--- src/rtl/decode_stage.sv ---
// decode_stage: registered, flow-controlled RV32I/M decode stage.
// Buffers fetched {instr, pc} pairs in a circular queue. It decodes the queue
// head into a control bundle and registers that bundle behind a valid/ready
// handshake. A one-cycle bubble is inserted on a load-use hazard, and flush
// drops all queued and registered work. Illegal encodings are flagged.
// Ports:
//   clk_i, rst_n_i              clock, asynchronous active-low reset
//   fetch_valid_i/ready_o       fetch handshake; fetch_instr_i, fetch_pc_i payload
//   flush_i                     kill queued and registered instructions
//   ex_ready_i / ex_valid_o     execute handshake; ex_pc_o and decoded control
//   illegal_o                   registered instruction is an illegal encoding
//   iq_count_o                  queue occupancy
module decode_stage #(
    parameter int IQ_DEPTH = 4,
    parameter bit EN_MEXT  = 1'b1
) (
    input  logic                      clk_i,
    input  logic                      rst_n_i,
    input  logic                      fetch_valid_i,
    output logic                      fetch_ready_o,
    input  logic [31:0]               fetch_instr_i,
    input  logic [31:0]               fetch_pc_i,
    input  logic                      flush_i,
    input  logic                      ex_ready_i,
    output logic                      ex_valid_o,
    output logic [31:0]               ex_pc_o,
    output logic                      br_sig_o,
    output logic [2:0]                br_op_o,
    output logic [2:0]                lsu_op_o,
    output logic [4:0]                alu_op_o,
    output logic [1:0]                data_origin_o,
    output logic [1:0]                data_dest_o,
    output logic [31:0]               imm_o,
    output logic [4:0]                reg_addr1_o,
    output logic [4:0]                reg_addr2_o,
    output logic [4:0]                reg_wr_addr_o,
    output logic                      reg_wr_sig_o,
    output logic                      mem_wr_sig_o,
    output logic                      illegal_o,
    output logic [$clog2(IQ_DEPTH):0] iq_count_o
);

    localparam logic [6:0] OPC_LUI      = 7'b0110111;
    localparam logic [6:0] OPC_AUIPC    = 7'b0010111;
    localparam logic [6:0] OPC_JAL      = 7'b1101111;
    localparam logic [6:0] OPC_JALR     = 7'b1100111;
    localparam logic [6:0] OPC_BRANCH   = 7'b1100011;
    localparam logic [6:0] OPC_LOAD     = 7'b0000011;
    localparam logic [6:0] OPC_STORE    = 7'b0100011;
    localparam logic [6:0] OPC_OP_IMM   = 7'b0010011;
    localparam logic [6:0] OPC_OP       = 7'b0110011;
    localparam logic [6:0] OPC_MISC_MEM = 7'b0001111;
    localparam logic [6:0] OPC_SYSTEM   = 7'b1110011;

    localparam logic [6:0] F7_BASE = 7'b0000000;
    localparam logic [6:0] F7_ALT  = 7'b0100000;
    localparam logic [6:0] F7_MEXT = 7'b0000001;

    // M-extension ops are ALU_MUL + funct3 (MUL..REMU map to 10..17).
    localparam logic [4:0] ALU_ADD  = 5'd0;
    localparam logic [4:0] ALU_SUB  = 5'd1;
    localparam logic [4:0] ALU_SLL  = 5'd2;
    localparam logic [4:0] ALU_SLT  = 5'd3;
    localparam logic [4:0] ALU_SLTU = 5'd4;
    localparam logic [4:0] ALU_XOR  = 5'd5;
    localparam logic [4:0] ALU_SRL  = 5'd6;
    localparam logic [4:0] ALU_SRA  = 5'd7;
    localparam logic [4:0] ALU_OR   = 5'd8;
    localparam logic [4:0] ALU_AND  = 5'd9;
    localparam logic [4:0] ALU_MUL  = 5'd10;

    // Conditional branches reuse funct3 as br_op; 2 and 3 are free for jumps.
    localparam logic [2:0] BR_JAL  = 3'd2;
    localparam logic [2:0] BR_JALR = 3'd3;

    localparam logic [1:0] ORIG_RR = 2'd0;  // rs1, rs2
    localparam logic [1:0] ORIG_RI = 2'd1;  // rs1, imm
    localparam logic [1:0] ORIG_PI = 2'd2;  // pc, imm

    localparam logic [1:0] DEST_NONE = 2'd0;
    localparam logic [1:0] DEST_ALU  = 2'd1;
    localparam logic [1:0] DEST_MEM  = 2'd2;
    localparam logic [1:0] DEST_LINK = 2'd3;  // rd <= pc + 4

    localparam int PTR_W = $clog2(IQ_DEPTH);
    localparam int CNT_W = PTR_W + 1;
    localparam logic [CNT_W-1:0] CNT_FULL = CNT_W'(IQ_DEPTH);

    typedef struct packed {
        logic        br_sig;
        logic [2:0]  br_op;
        logic [2:0]  lsu_op;
        logic [4:0]  alu_op;
        logic [1:0]  origin;
        logic [1:0]  dest;
        logic [31:0] imm;
        logic [4:0]  rs1;
        logic [4:0]  rs2;
        logic [4:0]  rd;
        logic        reg_wr;
        logic        mem_wr;
        logic        illegal;
    } ctrl_t;

    logic [31:0]      iq_instr [IQ_DEPTH];
    logic [31:0]      iq_pc    [IQ_DEPTH];
    logic [PTR_W-1:0] wr_ptr, rd_ptr;
    logic [CNT_W-1:0] count;
    logic [4:0]       ld_rd;
    ctrl_t            ctrl_q, dec;
    logic             push, pop, advance, empty, hazard;
    logic             use_rs1, use_rs2, is_load, legal;

    logic [31:0] head;
    logic [6:0]  opcode, f7;
    logic [2:0]  f3;
    logic [4:0]  rs1, rs2, rd;

    assign head   = iq_instr[rd_ptr];
    assign opcode = head[6:0];
    assign rd     = head[11:7];
    assign f3     = head[14:12];
    assign rs1    = head[19:15];
    assign rs2    = head[24:20];
    assign f7     = head[31:25];

    function automatic logic [4:0] base_alu(input logic [2:0] funct3);
        case (funct3)
            3'd0:    base_alu = ALU_ADD;
            3'd1:    base_alu = ALU_SLL;
            3'd2:    base_alu = ALU_SLT;
            3'd3:    base_alu = ALU_SLTU;
            3'd4:    base_alu = ALU_XOR;
            3'd5:    base_alu = ALU_SRL;
            3'd6:    base_alu = ALU_OR;
            default: base_alu = ALU_AND;
        endcase
    endfunction

    always_comb begin
        // NOTE: every output of this block gets a default first, so no path can infer a latch.
        dec     = '0;
        use_rs1 = 1'b0;
        use_rs2 = 1'b0;
        is_load = 1'b0;
        legal   = 1'b1;
        case (opcode)
            OPC_LUI: begin
                dec.origin = ORIG_RI;  // x0 + imm
                dec.dest   = DEST_ALU;
                dec.imm    = {head[31:12], 12'b0};
                dec.reg_wr = 1'b1;
            end
            OPC_AUIPC: begin
                dec.origin = ORIG_PI;
                dec.dest   = DEST_ALU;
                dec.imm    = {head[31:12], 12'b0};
                dec.reg_wr = 1'b1;
            end
            OPC_JAL: begin
                dec.br_sig = 1'b1;
                dec.br_op  = BR_JAL;
                dec.origin = ORIG_PI;
                dec.dest   = DEST_LINK;
                dec.imm    = {{11{head[31]}}, head[31], head[19:12], head[20], head[30:21], 1'b0};
                dec.reg_wr = 1'b1;
            end
            OPC_JALR: begin
                legal      = (f3 == 3'd0);
                use_rs1    = 1'b1;
                dec.br_sig = 1'b1;
                dec.br_op  = BR_JALR;
                dec.origin = ORIG_RI;
                dec.dest   = DEST_LINK;
                dec.imm    = {{20{head[31]}}, head[31:20]};
                dec.reg_wr = 1'b1;
            end
            OPC_BRANCH: begin
                legal      = (f3 != 3'd2) && (f3 != 3'd3);
                use_rs1    = 1'b1;
                use_rs2    = 1'b1;
                dec.br_sig = 1'b1;
                dec.br_op  = f3;
                dec.origin = ORIG_RR;
                dec.dest   = DEST_NONE;
                dec.imm    = {{19{head[31]}}, head[31], head[7], head[30:25], head[11:8], 1'b0};
            end
            OPC_LOAD: begin
                legal      = f3 inside {3'd0, 3'd1, 3'd2, 3'd4, 3'd5};
                use_rs1    = 1'b1;
                is_load    = 1'b1;
                dec.lsu_op = f3;
                dec.origin = ORIG_RI;
                dec.dest   = DEST_MEM;
                dec.imm    = {{20{head[31]}}, head[31:20]};
                dec.reg_wr = 1'b1;
            end
            OPC_STORE: begin
                legal      = f3 inside {3'd0, 3'd1, 3'd2};
                use_rs1    = 1'b1;
                use_rs2    = 1'b1;
                dec.lsu_op = f3;
                dec.origin = ORIG_RI;
                dec.dest   = DEST_NONE;
                dec.imm    = {{20{head[31]}}, head[31:25], head[11:7]};
                dec.mem_wr = 1'b1;
            end
            OPC_OP_IMM: begin
                use_rs1    = 1'b1;
                dec.alu_op = base_alu(f3);
                dec.origin = ORIG_RI;
                dec.dest   = DEST_ALU;
                dec.imm    = {{20{head[31]}}, head[31:20]};
                dec.reg_wr = 1'b1;
                // Shift amounts occupy imm[4:0]; the upper bits carry funct7.
                if (f3 == 3'd1) begin
                    legal   = (f7 == F7_BASE);
                    dec.imm = {27'b0, head[24:20]};
                end else if (f3 == 3'd5) begin
                    dec.imm = {27'b0, head[24:20]};
                    if (f7 == F7_ALT) dec.alu_op = ALU_SRA;
                    else              legal      = (f7 == F7_BASE);
                end
            end
            OPC_OP: begin
                use_rs1    = 1'b1;
                use_rs2    = 1'b1;
                dec.origin = ORIG_RR;
                dec.dest   = DEST_ALU;
                dec.reg_wr = 1'b1;
                if (f7 == F7_BASE)                     dec.alu_op = base_alu(f3);
                else if (f7 == F7_ALT && f3 == 3'd0)   dec.alu_op = ALU_SUB;
                else if (f7 == F7_ALT && f3 == 3'd5)   dec.alu_op = ALU_SRA;
                else if (f7 == F7_MEXT && EN_MEXT)     dec.alu_op = ALU_MUL + 5'(f3);
                else                                   legal      = 1'b0;
            end
            OPC_MISC_MEM, OPC_SYSTEM: begin
                // Legal no-ops: the all-zero bundle.
            end
            default: legal = 1'b0;
        endcase
        dec.rs1 = use_rs1 ? rs1 : 5'd0;
        dec.rs2 = use_rs2 ? rs2 : 5'd0;
        dec.rd  = dec.reg_wr ? rd : 5'd0;
        if (!legal) begin
            dec         = '0;
            dec.illegal = 1'b1;
        end
    end

    assign empty         = (count == '0);
    assign fetch_ready_o = (count != CNT_FULL) && !flush_i;
    assign push          = fetch_valid_i && fetch_ready_o;
    assign advance       = !ex_valid_o || ex_ready_i;
    assign hazard        = !empty && (ld_rd != 5'd0) &&
                           ((use_rs1 && rs1 == ld_rd) || (use_rs2 && rs2 == ld_rd));
    assign pop           = advance && !empty && !hazard && !flush_i;

    always_ff @(posedge clk_i or negedge rst_n_i) begin
        // NOTE: registered state uses non-blocking assignments so every flop samples pre-edge values.
        if (!rst_n_i) begin
            wr_ptr <= '0;
            rd_ptr <= '0;
            count  <= '0;
        end else if (flush_i) begin
            wr_ptr <= '0;
            rd_ptr <= '0;
            count  <= '0;
        end else begin
            if (push) wr_ptr <= wr_ptr + 1'b1;
            if (pop)  rd_ptr <= rd_ptr + 1'b1;
            case ({push, pop})
                2'b10:   count <= count + 1'b1;
                2'b01:   count <= count - 1'b1;
                default: count <= count;
            endcase
        end
    end

    // NOTE: queue storage has no reset; count and pointers alone decide which entries are valid.
    always_ff @(posedge clk_i) begin
        if (push) begin
            iq_instr[wr_ptr] <= fetch_instr_i;
            iq_pc[wr_ptr]    <= fetch_pc_i;
        end
    end

    always_ff @(posedge clk_i or negedge rst_n_i) begin
        if (!rst_n_i) begin
            ex_valid_o <= 1'b0;
            ex_pc_o    <= '0;
            ctrl_q     <= '0;
            ld_rd      <= '0;
        end else if (flush_i) begin
            ex_valid_o <= 1'b0;
            ld_rd      <= '0;
        end else if (advance) begin
            if (pop) begin
                ex_valid_o <= 1'b1;
                ex_pc_o    <= iq_pc[rd_ptr];
                ctrl_q     <= dec;
                ld_rd      <= (is_load && legal) ? rd : 5'd0;
            end else begin
                // Bubble: either nothing to issue or a load-use stall. The
                // stalled head issues on the next advance, so the hazard clears.
                ex_valid_o <= 1'b0;
                if (hazard) ld_rd <= '0;
            end
        end
    end

    assign br_sig_o      = ctrl_q.br_sig;
    assign br_op_o       = ctrl_q.br_op;
    assign lsu_op_o      = ctrl_q.lsu_op;
    assign alu_op_o      = ctrl_q.alu_op;
    assign data_origin_o = ctrl_q.origin;
    assign data_dest_o   = ctrl_q.dest;
    assign imm_o         = ctrl_q.imm;
    assign reg_addr1_o   = ctrl_q.rs1;
    assign reg_addr2_o   = ctrl_q.rs2;
    assign reg_wr_addr_o = ctrl_q.rd;
    assign reg_wr_sig_o  = ctrl_q.reg_wr;
    assign mem_wr_sig_o  = ctrl_q.mem_wr;
    assign illegal_o     = ctrl_q.illegal;
    assign iq_count_o    = count;

endmodule

--- config.mk ---
export PLATFORM = sky130hd
export DESIGN_NAME = decode_stage
export DESIGN_NICKNAME = d
export VERILOG_FILES = /design/src/rtl/decode_stage.sv
export SDC_FILE = /design/constraint.sdc
export NUM_CORES = 1
export LEC_CHECK = 0
export BUFFER_PORTS_ARGS = -buffer_cell sky130_fd_sc_hd__buf_2
export CAP_MARGIN = 10
export CELL_PAD_IN_SITES_DETAIL_PLACEMENT = 2
export CELL_PAD_IN_SITES_GLOBAL_PLACEMENT = 2
export CORE_MARGIN = 5
export CORE_UTILIZATION = 40
export CTS_CLUSTER_SIZE = 20
export DETAILED_ROUTE_END_ITERATION = 6
export PLACE_DENSITY = 0.85
export SLEW_MARGIN = 15
export SYNTH_ARGS = -nofsm -noshare
export SYNTH_HDL_FRONTEND = slang
export SYNTH_SLANG_ARGS = --single-unit
--- constraint.sdc ---
create_clock -name clk_i -period 4.6 [get_ports clk_i]
set_input_delay 0.23 -clock clk_i [delete_from_list [all_inputs] [get_ports clk_i]]
set_output_delay 0.23 -clock clk_i [all_outputs]
set_load 0.02 [all_outputs]
==> results.toml, run 1 <==
[worst_setup_path]
max_stage_delay_ns = 0.76
setup.worst_path.start_class = "register"
crit_buf_inv = 1
cp-end-kind = "register"
crit_path_top_delay_cell = "dfrtp_4"
cp.arrival_ns = 4.53
worstPathCellList = "buf_4 -> mux4_2 -> xnor2_1 -> nand4_1 -> nor4_4 -> nor4_1 -> fa_1 -> or4_1 -> a21boi_0 -> or3_1"
critical_path_class = "reg -> reg"
required_ns = 5.09
crit_path_max_fanout = 33
path_delay_family = "simple AND/OR/NAND/NOR gates"

[floorplanning]
coreArea_um2 = 36500
fp.dieH_um = 202
die_w_um = 202
num_io_pins = 172
initial_core_util = 0.405
rows = 70
die-area_um2 = 40900

[finish]
multi_input_area_um2 = 4000
layout-drive-gt1-share = 0.309
stdcell_count = 1580
diodes = 0
fillCellCount = 3297
stdcell_area_um2 = 18000
nNetsFinal = 1155
syn_to_final_growth_pct = 21.8
seqCellArea_um2 = 10500
mostFrequentLayoutCells = "256 x edfxtp_1, 170 x buf_2, 109 x dfrtp_1"
layout_commonest_cell = "edfxtp_1"

[routing]
via_per_inst = 5.57
drtAntennaViolNets = 0
wirelength_mm = 42.5
wl_per_cell_um = 26.9
via_count = 8793
drt-initial-drc-count = 464
drc = 0
dr.pass1.iters = 4

[run_status]
outcome = "finished clean"

[pwr]
leakage_uw = 0.00673
total_power_uw = 9670
power_density_nw_per_um2 = 537
peakVddDrop_v = 0.000397

[flow_run]
max_cap_violations = 0

[cts]
cts-resized-gates = 0
clkTransAtPathRegs_ns = 0.06
cts_hold_buf = 65
cts.sinks = 367
cts_setup_buffers = 0
clk_latency_ns = 0.55
cts_buffers = 40
clock_path_buffers = 3
cts_tree = "built"
cts_root_buf = "clkbuf_16"
cts_htree_levels = 2

[synthesis]
ys_seq_area_frac = 0.708
netlist_area_um2 = 14800
synth-simple-area-share = 0.0474
synth_cell_types = 63
synth_fa_ha_area_frac = 0.00559
synthMuxAreaShare = 0.127
synth_ff_type = "edfxtp_1"
syn_nets = 909
synth-xor-area-share = 0.00889
async_flop_share = 0.302
ys_ff_latch = 367
syn_inst = 834
synth_area_per_cell_um2 = 17.7
synth_top_family_by_area = "multiplexers"
synth_compound_area_frac = 0.0799
synth_edf_count = 256
synth-warning-count = 0

[placement]
dp_cells = 1441
post_dp_cell_area_um2 = 16100
dp_hpwl_mm = 27.9
place_ws_ns = 0.532
place.gp.congestion = 0.901
portBuffers = 171

[timing]
maxSlewViolCount = 0
tns_ns = 0
finalHoldViolations = 0
post-route-worst-setup-slack_ns = 0.564
setup_viol = 0
min_period_ns = 4.04
max_slew_margin = 0.263
clock_skew_ns = 0.0153
worst_pin_slew_ns = 1.10
post-route-period-util = 0.877
fmax_ghz = 0.248
grt_setup_unrepaired = "no"

[grt]
grt_pass1_vias = 10000
antenna_found_initial = 5
grt_usage = 0.207
overflow = 0
grt_pass1_wl_mm = 64.7
grt_max_degree = 67

[min_path]
hp-class = "in -> reg"
-- cell usage after synthesis, drive strengths merged (7+ instances only) --
master | instances | share of area
inv | 9 | 0.0023
nor3 | 7 | 0.0024
nand2 | 46 | 0.012
o21ai | 27 | 0.0091
and2 | 9 | 0.0038
buf | 37 | 0.018
mux2 | 38 | 0.029
mux4 | 62 | 0.095
nand3 | 9 | 0.0030
a21oi | 17 | 0.0065
clkbuf | 11 | 0.0028
dfrtp | 111 | 0.19
edfxtp | 256 | 0.52
xnor2 | 12 | 0.0071
a32o | 27 | 0.018
a21o | 7 | 0.0036
nor2 | 25 | 0.0067
o31ai | 12 | 0.0064
a22o | 31 | 0.018
-- routing by layer --
metal,global-route usage,vias up,routed length [um],part of all wire
met5,0,-,65,0.0015
met4,0.0567,10,1020,0.024
met3,0.0473,76,2230,0.052
met2,0.368,235,21900,0.52
met1,0.257,4644,17200,0.41
li1,-,3828,-,-
-- area by class of cell --
cell class | instances | area share
Clock buffer | 63 | 0.0661
Clock inverter | 11 | 0.00382
Inverter | 9 | 0.00188
Multi-Input combinational cell | 410 | 0.222
Sequential cell | 367 | 0.582
Tap cell | 468 | 0.0325
Timing Repair Buffer | 252 | 0.0919
-- path summary, 6_finish.rpt --
| check | from | end | slack, ns | cells past startpoint |
|---|---|---|---|---|
| min | flush_i | rd_ptr[1] | 0.07 | 2 |
| max | rd_ptr[1] | iq_count_o[2] | 0.56 | 10 |
| max in group asynchronous | rst_n_i | rd_ptr[1] | 3.35 | 3 |
| min in group asynchronous | rst_n_i | imm_o[26] | 0.16 | 2 |
| min reg2reg | br_sig_o | br_sig_o | 0.48 | 2 |
| max reg2reg | rd_ptr[1] | iq_count_o[2] | 0.56 | 10 |
-- registers in the layout, indices dropped and copies added (netlist names) --
name / flops
reg_wr_sig_o: 1
reg_addr1_o: 5
data_dest_o: 2
iq_instr: 128
imm_o: 32
rd_ptr: 2
iq_count_o: 3
illegal_o: 1
data_origin_o: 2
ld_rd: 5
br_sig_o: 1
iq_pc: 128
ex_pc_o: 32
alu_op_o: 5
br_op_o: 3
reg_addr2_o: 5
ex_valid_o: 1
lsu_op_o: 3
reg_wr_addr_o: 5
mem_wr_sig_o: 1
wr_ptr: 2
-- worst reg2reg max path: stages, from the launching register on --
cell and delay (ns):
dfrtp_4 0.76, buf_4 0.40, mux4_2 0.44, xnor2_1 0.28, nand4_1 0.25, nor4_4 0.41
nor4_1 0.14, fa_1 0.47, or4_1 0.56, a21boi_0 0.17, or3_1 0.12
-- report_power, final --
group          total [uW]  switching [uW]  internal [uW]
Clock                3090            1310           1780
Sequential           4130             247           3880
Combinational        2450            1520            933
-- cell families after synthesis --
| family | count (synthesis) |
|---|---|
| mux | 105 |
| buf+inv | 57 |
| fa+ha+maj | 6 |
| compound gates | 149 |
| simple gates | 135 |
| xor+xnor | 15 |
| flops | 367 |
-- per-stage QoR --
stage / hold slack, ns / utilization
6_report: 0.0680 / 0.493
3_5_place_dp: 0.201 / 0.441
2_1_floorplan: -0.0656 / -
4_1_cts: 0.0555 / 0.493
3_3_place_gp: 0.186 / 0.441
5_1_grt: 0.0857 / 0.493
No activity file was read; power rests on OpenSTA's default activity.
==> inputs of run 2 (changes only) <==
--- a/config.mk
+++ b/config.mk
@@ -14,7 +14,9 @@
 export CTS_CLUSTER_SIZE = 20
 export DETAILED_ROUTE_END_ITERATION = 6
 export PLACE_DENSITY = 0.85
+export REMOVE_ABC_BUFFERS = 1
 export SLEW_MARGIN = 15
 export SYNTH_ARGS = -nofsm -noshare
 export SYNTH_HDL_FRONTEND = slang
 export SYNTH_SLANG_ARGS = --single-unit
+export TNS_END_PERCENT = 50
==> run 2 against run 1 <==
Compared with the run above: sequential share of layout area down 0.35 points; register-to-register slack barely moved; highest routed layer unchanged; sequential power hardly changed.
==> results.toml, run 2 (synthesized netlist as in run 1, its figures left out) <==
[pwr]
leakage_uw = 0.00680
peakVddDrop_v = 0.000426
power_density_nw_per_um2 = 545

[floorplanning]
initial_core_util = 0.405
num_io_pins = 172
die-area_um2 = 40900
die_w_um = 202
coreArea_um2 = 36500
fp.dieH_um = 202
rows = 70

[grt]
overflow = 0
grt_pass1_vias = 10000
grt_usage = 0.203
grt_pass1_wl_mm = 64.1
grt_max_degree = 65
antenna_found_initial = 2

[finish]
nNetsFinal = 1155
finish.utilization = 0.496
syn_to_final_growth_pct = 22.6
top_regs = "iq_instr x128, iq_pc x128"
seqCellArea_um2 = 10500
layout-drive-gt1-share = 0.317
mostFrequentLayoutCells = "256 x edfxtp_1, 170 x buf_2, 109 x dfrtp_1"
multi_input_area_um2 = 4000
fillCellCount = 3332
layout_commonest_cell = "edfxtp_1"

[worst_setup_path]
critical_path_class = "reg -> reg"
required_ns = 5.08
crit_path_max_fanout = 26
setup.worst_path.start_class = "register"
worstRegToRegCells = 9
cp-end-kind = "register"
cp.arrival_ns = 4.51

[cts]
cts_htree_levels = 2
clock_path_buffers = 3
cts.sinks = 367
cts-resized-gates = 0
clkTransAtPathRegs_ns = 0.06
clk_latency_ns = 0.55
cts_setup_buffers = 0
cts_root_buf = "clkbuf_16"
cts_tree = "built"
cts_buffers = 41

[routing]
dr.pass1.iters = 4
wirelength_mm = 41.3
drt-initial-drc-count = 544
via_count = 8711
wl_per_cell_um = 26.1
drc = 0
via_per_inst = 5.51
drtAntennaViolNets = 0

[timing]
grt_setup_unrepaired = "no"
clock_skew_ns = 0.0132
maxSlewViolCount = 0
post-route-period-util = 0.877
worst_pin_slew_ns = 1.12
max_slew_margin = 0.256
min_period_ns = 4.03
fmax_ghz = 0.248
setup_viol = 0
finalHoldViolations = 0
holdWs_ns = 0.0610

[placement]
place.gp.congestion = 0.862
dp_hpwl_mm = 26.8
portBuffers = 171

[min_path]
hold_path_depth = 2
hp-class = "in -> reg"

[flow_run]
max_cap_violations = 0

[run_status]
outcome = "finished clean"
-- run 2: cell types whose count changed in the layout (fill, tap and decap cells not counted), moves of 2 or more --
cell / change
clkinv_4: +2
inv_4: +2
bufinv_16: +2
clkbuf_8: +2
clkbuf_1: -8
-- run 2: power breakdown --
| group | switching [uW] | leakage, uW | internal, uW | total, uW |
|---|---|---|---|---|
| clock network | 1330 | 0.000683 | 1960 | 3290 |
| logic | 1510 | 0.00232 | 953 | 2460 |
| registers | 238 | 0.00379 | 3890 | 4120 |
| total | 3080 | 0.00680 | 6800 | 9880 |
-- run 2: per-stage QoR --
stage	setup slack [ns]	area, um2	TNS [ns]	std cells	power (uW)
5_1_grt	0.407	18100	0	1581	10400
4_1_cts	0.609	18100	0	1580	9980
6_report	0.565	18100	0	1581	9880
2_1_floorplan	-2.66	14500	-255.50	786	5720
3_5_place_dp	0.638	16100	0	1440	6610
3_3_place_gp	0.772	16100	0	1440	6470
-- run 2: routing by layer --
layer,share of wire,GRT usage,vias to the layer above,wire [um]
met4,0.026,0.0613,2,1070
met5,0.00027,0,-,11
li1,-,-,3842,-
met1,0.42,0.264,4581,17400
met2,0.50,0.348,224,20800
met3,0.050,0.0408,62,2050
-- run 2: worst max-delay path, stage by stage, from the launching register on --
cell and delay, ns:
dfrtp_4 0.65, buf_4 0.26, inv_2 0.09, mux4_2 0.69, nand2_1 0.27, o31ai_2 0.19, or3_4 0.60, a211oi_4 0.72
buf_4 0.33, a22o_1 0.16
-- run 2: area by class of cell --
cell class              count  area share
well taps                 468      0.0323
multi-input cells         410       0.221
clock buffers              58      0.0669
inverters                   9     0.00187
flip-flops and latches    367       0.578
diodes                      1    0.000138
clock inverters            17     0.00891
repair buffers            251      0.0909
-- run 2: path summary, 6_finish.rpt --
kind	from	to	slack (ns)
worst max-delay path	rd_ptr[0]	imm_o[21]	0.57
worst min-delay path	flush_i	iq_count_o[0]	0.06
worst max register to register	rd_ptr[0]	imm_o[21]	0.57
worst min register to register	alu_op_o[4]	alu_op_o[4]	0.48
max in group asynchronous	rst_n_i	rd_ptr[0]	3.31
min in group asynchronous	rst_n_i	wr_ptr[0]	0.10
-- run 2: timing repair --
| item | in CTS | in global routing |
|---|---|---|
| hold buffers | 65 | 0 |
| endpoints found under the setup margin | 0 | 0 |
| endpoints found under the hold margin | 269 | 0 |
